==> src/rtl/branch_predictor_pkg.sv <==
// Shared definitions for the fetch-side branch predictor: 2-bit counter
// encodings, reset/allocation counter values and the sequential PC increment.
package branch_predictor_pkg;

    typedef enum logic [1:0] {
        SNT = 2'b00,
        WNT = 2'b01,
        WT  = 2'b10,
        ST  = 2'b11
    } ctr_e;

    localparam ctr_e        CTR_RESET = WNT;
    localparam ctr_e        CTR_ALLOC = WT;
    localparam logic [31:0] PC_INC    = 32'd4;

    function automatic logic ctr_predicts_taken(input ctr_e c);
        return (c == WT) || (c == ST);
    endfunction

endpackage

==> src/rtl/branch_sat_ctr.sv <==
// Two-bit saturating counter step: increments on taken, decrements on
// not-taken, holding at ST and SNT respectively.
module branch_sat_ctr
    import branch_predictor_pkg::*;
(
    input  ctr_e ctr_in,
    input  logic taken,
    output ctr_e ctr_out
);

    always_comb begin
        ctr_out = ctr_in;
        if (taken) begin
            if (ctr_in != ST) begin
                ctr_out = ctr_e'(ctr_in + 2'd1);
            end
        end else begin
            if (ctr_in != SNT) begin
                ctr_out = ctr_e'(ctr_in - 2'd1);
            end
        end
    end

endmodule

==> src/rtl/branch_predictor.sv <==
// Direct-mapped BTB + 2-bit counter predictor with EX-stage mispredict/redirect.
// Optional performance counters are enabled by defining BRANCH_PRED_STATS_EN.
module branch_predictor
    import branch_predictor_pkg::*;
#(
    parameter int IDX_W = 4,
    parameter int TAG_W = 26
) (
    input  logic        clk,
    input  logic        rst,
    input  logic [31:0] fetch_pc,
    output logic        pred_taken,
    output logic [31:0] pred_target,
    input  logic        upd_valid,
    input  logic [31:0] upd_pc,
    input  logic        upd_taken,
    input  logic [31:0] upd_target,
    input  logic        upd_pred_taken,
    input  logic [31:0] upd_pred_target,
    output logic        mispredict,
    output logic [31:0] redirect_pc
`ifdef BRANCH_PRED_STATS_EN
    ,
    output logic [31:0] stat_lookups,
    output logic [31:0] stat_updates,
    output logic [31:0] stat_mispredicts
`endif
);

    localparam int ENTRIES = 1 << IDX_W;

    logic              valid_q  [ENTRIES];
    logic [TAG_W-1:0]  tag_q    [ENTRIES];
    logic [31:0]       target_q [ENTRIES];
    ctr_e              ctr_q    [ENTRIES];

    // Lookup reads only registered state, so a same-cycle update is not visible.
    logic [IDX_W-1:0] fetch_idx;
    logic [TAG_W-1:0] fetch_tag;
    logic             fetch_hit;

    assign fetch_idx   = fetch_pc[IDX_W+1:2];
    assign fetch_tag   = fetch_pc[31:IDX_W+2];
    assign fetch_hit   = valid_q[fetch_idx] && (tag_q[fetch_idx] == fetch_tag);
    assign pred_taken  = !rst && fetch_hit && ctr_predicts_taken(ctr_q[fetch_idx]);
    assign pred_target = pred_taken ? target_q[fetch_idx] : fetch_pc + PC_INC;

    // upd_valid has no ready: EX presents one resolved transfer per cycle and
    // it is always consumed (trained and checked) in that same cycle.
    logic [IDX_W-1:0] upd_idx;
    logic [TAG_W-1:0] upd_tag;
    logic             upd_hit;
    ctr_e             ctr_next;

    assign upd_idx = upd_pc[IDX_W+1:2];
    assign upd_tag = upd_pc[31:IDX_W+2];
    assign upd_hit = valid_q[upd_idx] && (tag_q[upd_idx] == upd_tag);

    branch_sat_ctr u_sat_ctr (
        .ctr_in  (ctr_q[upd_idx]),
        .taken   (upd_taken),
        .ctr_out (ctr_next)
    );

    assign mispredict  = !rst && upd_valid &&
                         ((upd_taken != upd_pred_taken) ||
                          (upd_taken && (upd_target != upd_pred_target)));
    assign redirect_pc = mispredict ? (upd_taken ? upd_target : upd_pc + PC_INC) : 32'd0;

    always_ff @(posedge clk) begin
        if (rst) begin
            for (int i = 0; i < ENTRIES; i++) begin
                valid_q[i]  <= 1'b0;
                tag_q[i]    <= '0;
                target_q[i] <= 32'd0;
                ctr_q[i]    <= CTR_RESET;
            end
        end else if (upd_valid) begin
            if (upd_hit) begin
                ctr_q[upd_idx] <= ctr_next;
                if (upd_taken) begin
                    target_q[upd_idx] <= upd_target;
                end
            end else if (upd_taken) begin
                // Taken miss allocates (or evicts an alias); not-taken misses are dropped.
                valid_q[upd_idx]  <= 1'b1;
                tag_q[upd_idx]    <= upd_tag;
                target_q[upd_idx] <= upd_target;
                ctr_q[upd_idx]    <= CTR_ALLOC;
            end
        end
    end

`ifdef BRANCH_PRED_STATS_EN
    always_ff @(posedge clk) begin
        if (rst) begin
            stat_lookups     <= 32'd0;
            stat_updates     <= 32'd0;
            stat_mispredicts <= 32'd0;
        end else begin
            if (pred_taken) begin
                stat_lookups <= stat_lookups + 32'd1;
            end
            if (upd_valid) begin
                stat_updates <= stat_updates + 32'd1;
            end
            if (mispredict) begin
                stat_mispredicts <= stat_mispredicts + 32'd1;
            end
        end
    end
`endif

endmodule

==> config.mk <==
export PLATFORM = sky130hd
export DESIGN_NAME = branch_predictor
export DESIGN_NICKNAME = d
export VERILOG_FILES = /design/src/rtl/branch_predictor_pkg.sv /design/src/rtl/branch_sat_ctr.sv /design/src/rtl/branch_predictor.sv
export SDC_FILE = /design/constraint.sdc
export NUM_CORES = 2
export LEC_CHECK = 0
export CORE_ASPECT_RATIO = 1.4
export CORE_MARGIN = 5
export CORE_UTILIZATION = 50
export DETAILED_ROUTE_END_ITERATION = 10
export GPL_ROUTABILITY_DRIVEN = 0
export PLACE_DENSITY = 0.7
export SYNTH_ARGS = -nofsm -noshare
export SYNTH_HDL_FRONTEND = slang
export SYNTH_HIERARCHICAL = 1
export SYNTH_SLANG_ARGS = --single-unit
==> constraint.sdc <==
create_clock -name clk -period 6.2 [get_ports clk]
set_input_delay 1.24 -clock clk [delete_from_list [all_inputs] [get_ports clk]]
set_output_delay 1.24 -clock clk [all_outputs]
set_load 0.01 [all_outputs]
# After elaboration in Yosys (flattened, before gate mapping)
# Memories as Yosys holds them, arrays and structs flattened.
# Cells that the tools add are included.
[word_totals] regBits=0 ramBits=976 output_inout_bits=66 word_cells=67 mem_count=4
[memory_table] memory="target_q" depth=16 width=32 read_ports=1 rd_clocked_by_memory_dff=0 wr=16 line="branch_predictor.sv:34" rtl="logic [31:0] target_q [ENTRIES];"
[memory_table] memory="tag_q" depth=16 width=26 read_ports=2 rd_clocked_by_memory_dff=0 wr=16 line="branch_predictor.sv:33" rtl="logic [TAG_W-1:0] tag_q [ENTRIES];"
[memory_table] memory="ctr_q" depth=16 width=2 read_ports=2 rd_clocked_by_memory_dff=0 wr=16 line="branch_predictor.sv:35" rtl="ctr_e ctr_q [ENTRIES];"
[memory_table] memory="valid_q" depth=16 width=1 read_ports=2 rd_clocked_by_memory_dff=0 wr=16 line="branch_predictor.sv:32" rtl="logic valid_q [ENTRIES];"
[classes] add_sub_neg=4 eq_ne=7 n_mux=35 bitwise_logic=2 reduce_logical=15
[ops] operator="2-to-1 mux 32 bit" n=5
[ops] operator="adder 32 x 3 -> 32 bit, second input constant" n=2
[ops] operator="== test 26 bit" n=2
[ops] operator="!= test 32 bit" n=1
[ops] operator="OR reduction 32 bit" n=1
[ops] operator="2-to-1 mux 26 bit" n=1
[ops] operator="OR reduction 26 bit" n=1
[ops] operator="2-to-1 mux 1 bit" n=20
[ops] operator="2-to-1 mux 4 bit" n=4
[ops] operator="2-to-1 mux 2 bit" n=5
[ops] operator="logical AND 1 bit" n=7
[ops] operator="== test 2 bit, second input constant" n=2
[ops] operator="adder 2 x 1 -> 2 bit, second input constant" n=1
[ops] operator="logical OR 1 bit" n=2
[ops] operator="!= test 2 bit, second input constant" n=1
[ops] operator="OR 1 bit" n=2
[ops] operator="nonzero test 2 bit" n=1
[ops] operator="OR reduction 2 bit" n=1
[ops] operator="subtractor 2 x 1 -> 2 bit, second input constant" n=1
[ops] operator="zero test 1 bit" n=1
[ops] operator="!= test 1 bit" n=1
[ops] operator="OR reduction 1 bit" n=1

# Depth between registers and ports, before layout
# An unclocked memory read counts as a cell.
[depth] ltp_word=10 mapped_depth=15 ltp_nobuf=9

# Modules after synthesis
# The synthesis kept the hierarchy.
[modules_own_cells] mod="branch_predictor" n_inst=1 cells_per_inst=3633 area_each_um2=52009.9 seq_area_each_um2=29148.0
[modules_own_cells] mod="branch_sat_ctr" n_inst=1 cells_per_inst=3 area_each_um2=26.3 seq_area_each_um2=0.0

# Worst setup path after synthesis
# No wires, ideal clock.
[synth_path] path_type="input -> output" startpoint="input fetch_pc[2]" endpoint="output pred_target[26]" t_arrival_ps=4258 t_required_ps=4960 slack_ps=702 stages=11 path_cell_list="buf_6 > buf_6 > buf_6 > buf_4 > buf_2 > buf_2 > buf_2 > buf_2 > mux4_2 > mux4_2 > mux2_4"
[synth_via] elab_chain_cells=6
[synth_rtl] item="start: declaration" line="branch_predictor.sv:11" rtl="input logic [31:0] fetch_pc,"
[synth_rtl] item="memory (16 x 26 bit)"
[synth_rtl] item="== test 26 bit" line="branch_predictor.sv:44" rtl="assign fetch_hit = valid_q[fetch_idx] && (tag_q[fetch_idx] == fetch_tag);"
[synth_rtl] item="logical AND 1 bit" line="branch_predictor.sv:44"
[synth_rtl] item="logical AND 1 bit (2 in series)" line="branch_predictor.sv:45" rtl="assign pred_taken = !rst && fetch_hit && ctr_predicts_taken(ctr_q[fetch_idx]);"
[synth_rtl] item="2-to-1 mux 32 bit *" line="branch_predictor.sv:46" rtl="assign pred_target = pred_taken ? target_q[fetch_idx] : fetch_pc + PC_INC;"
[synth_rtl] item="end: declaration" line="branch_predictor.sv:13" rtl="output logic [31:0] pred_target,"
# Every way passes the cells marked *; elsewhere a longest branch is shown, timed or not.

# Worst setup path in the final report
[layout_path] startpoint="input fetch_pc[2]" endpoint="output pred_target[0]"
# Same word-level chain as after synthesis.

==> flow_metrics.tcl <==
set metrics [dict create \
    die_area_um2 111000 \
    synth.largest_area_cell "edfxtp_1" \
    max_stage_delay_ns 0.55 \
    crit_chain "buf_16 -> buf_12 -> mux4_1 -> a22oi_1 -> nand2_4 -> xor2_1 -> or4_1 -> or4b_4 -> nor4_4 -> buf_6 -> buf_12 -> buf_16 -> buf_12 -> mux2_2 -> buf_6" \
    core_area_um2 104000 \
    port_buffers 198 \
    critPathSlowestCell "or4b_4" \
    postRouteAntennaNets 0 \
    numCtsBuffers 95 \
    post_drt_via_cell_ratio 6.83 \
    final.setup.tns_ns 0 \
    outcome "complete, no violations" \
    ir_worst_vdd_uv 224 \
    fin_crit_sh 0.998 \
    path_clk_slew_ns 0.06 \
    post_synth.cell_area_avg_um2 14.3 \
    start_kind "input port" \
    fin_nets 3989 \
    grt_pass1_vias 36209 \
    grt_pass1_wl_um 264000 \
    synth_top_area_share 0.554 \
    layout.cells.most_common "edfxtp_1" \
    ys_warn_count 6 \
    power.density_nw_per_um2 262 \
    wirelength_um 188000 \
    yosys-top-cells-area "edfxtp_1 (55%), mux4_2 (15%), and2_1 (5.5%), nor3b_1 (4.9%), clkbuf_1 (2.0%)" \
    finish.utilization 0.583 \
    cap_violations 0 \
    cts.path.max_buffers 3 \
    clock_sinks 976 \
    critical_path_class "input port to primary output" \
    dp.cells 5081 \
    crit_fanout 5 \
    hpwl_um 122000 \
    grt_usage 0.336 \
    finClkSkew_ns 0.0334 \
    r2r_slack_ns 1.93 \
    grt_max_degree 97 \
    synth_cell_types 71 \
    postSynthCellCount 3636 \
    initial_core_util 0.502 \
    yosys_register_bits 976 \
    die_height_um 392 \
    overflow 0 \
    drt_iter0_drc 5326 \
    mostFrequentLayoutCells "edfxtp_1 (960), and2_1 (455), mux4_2 (362)" \
    setup-violations-final 0 \
    synth-edff-count 960 \
    drt_pass1_iterations 5 \
    vias 36089 \
    cts_root_buf "clkbuf_16" \
    cts-htree-levels 3 \
    syn_area_um2 52000 \
    pre_cts_slack_ns -0.260 \
    clk_latency_ns 0.72 \
    worst_pin_slew_ns 1.28 \
    synth-seq-area-share 0.560 \
    finalMaxSlewViolations 0 \
    syn_nets 3774 \
    synth_top_flop_cell "edfxtp_1" \
    crit_path_frequent_cell "buf_12" \
    floorplan.io_pins 199 \
    drc 0 \
    arrival_ns 4.95 \
    slew_headroom 0.147 \
    async_flop_share 0 \
    hold_path_class "flip-flop to flip-flop" \
    hold_viol 0 \
    fmax_mhz 162 \
    wire_per_inst_um 35.6 \
    cts_tree "yes" \
    antenna_found_initial 7 \
    drive_gt1_frac 0.258 \
    worst_slack_ns 0.0128 \
    area_growth_pct 16.2 \
    power.leakage_nw 20.5 \
    critPathRequiredTime_ns 4.96 \
    die_x_um 283 \
    fin_cells 5286 \
    setup.worst_path.end_class "primary output" \
    row_count 140 \
    period_needed_ns 6.19 \
]
through the flow:
step	total power [mW]	area (µm²)	hold WS [ns]
after detailed placement	9.91	57000	0.473
after global placement	9.87	57000	0.461
after global routing	16.2	60400	0.497
after CTS	15.8	60400	0.479
after floorplan	8.94	52000	0.445
final	15.8	60500	0.486
cells in the mapped netlist (all sizes together) (13+ instances only):
| cell type | instances |
|---|---|
| nand2b | 24 |
| a21oi | 34 |
| mux2i | 94 |
| dfxtp | 16 |
| nor2b | 14 |
| edfxtp | 960 |
| o21ai | 14 |
| o22ai | 31 |
| and2 | 456 |
| xor2 | 64 |
| nand4 | 40 |
| mux2 | 42 |
| clkbuf | 273 |
| a221oi | 15 |
| a22oi | 13 |
| o21bai | 29 |
| nor4 | 21 |
| nor3 | 106 |
| nand2 | 100 |
| nor2 | 103 |
| buf | 146 |
| nand3 | 50 |
| xnor2 | 76 |
| and3 | 82 |
| nor3b | 338 |
| inv | 30 |
| mux4 | 369 |
routing by layer:
metal  vias to the layer above  global-route usage  wire, µm
li1                      14359                   -         -
met1                     18134               0.394     59600
met2                      2851               0.532     88400
met3                       741               0.103     24100
met4                         4               0.227     16100
met5                         -             0.00405        69
flip-flops by register name, summed over array words and instances, names as in the netlist:
name	flops
valid_q	16
target_q	512
ctr_q	32
tag_q	416
critical path: cells and delay by family:
| family | cells | cell delay (ns) |
|---|---|---|
| xor gates and xnor gates | 1 | 0.17 |
| AOI/OAI and AO/OA | 1 | 0.29 |
| buffers and inverters | 7 | 0.91 |
| muxes | 2 | 0.88 |
| and+or+nand+nor | 4 | 1.41 |
final timing paths:
check,from,endpoint,cells after the start
max reg2reg,tag_q[10][2],tag_q[7][0],10
min reg2reg,valid_q[15],valid_q[15],2
min,valid_q[15],valid_q[15],2
max,fetch_pc[2],pred_target[0],15
cells by family after synthesis:
logic type      after synthesis  synth area share
fa+ha+maj                     7           0.00164
xor+xnor                    140            0.0236
mux                         505             0.190
simple gates               1367             0.160
buf+inv                     451            0.0390
compound gates              190            0.0261
flops                       976             0.560
area by class of cell:
class                           count  area, µm²
Clock inverter                     51        599
Antenna cell                        7       17.5
Clock buffer                      125       2550
Sequential cell                   976      29100
Fill cell                        8155      43200
Tap cell                         1349       1690
Inverter                           32        120
Multi-Input combinational cell   2209      21300
Timing Repair Buffer              537       5050
what timing repair did:
item	4_1_cts	5_1_grt
gates cloned	4	1
buffers inserted	16	1
gates resized for setup	82	53
endpoints found under the setup margin	32	32
hold buffers	0	0
pin swaps	6	9
power by group:
| part | switching [mW] | internal, mW | total (mW) |
|---|---|---|---|
| Combinational | 1.18 | 0.916 | 2.10 |
| Sequential | 0.157 | 7.59 | 7.74 |
| Clock | 2.64 | 3.35 | 5.98 |
| Total | 3.98 | 11.8 | 15.8 |
(Power assumes the default switching activity.)
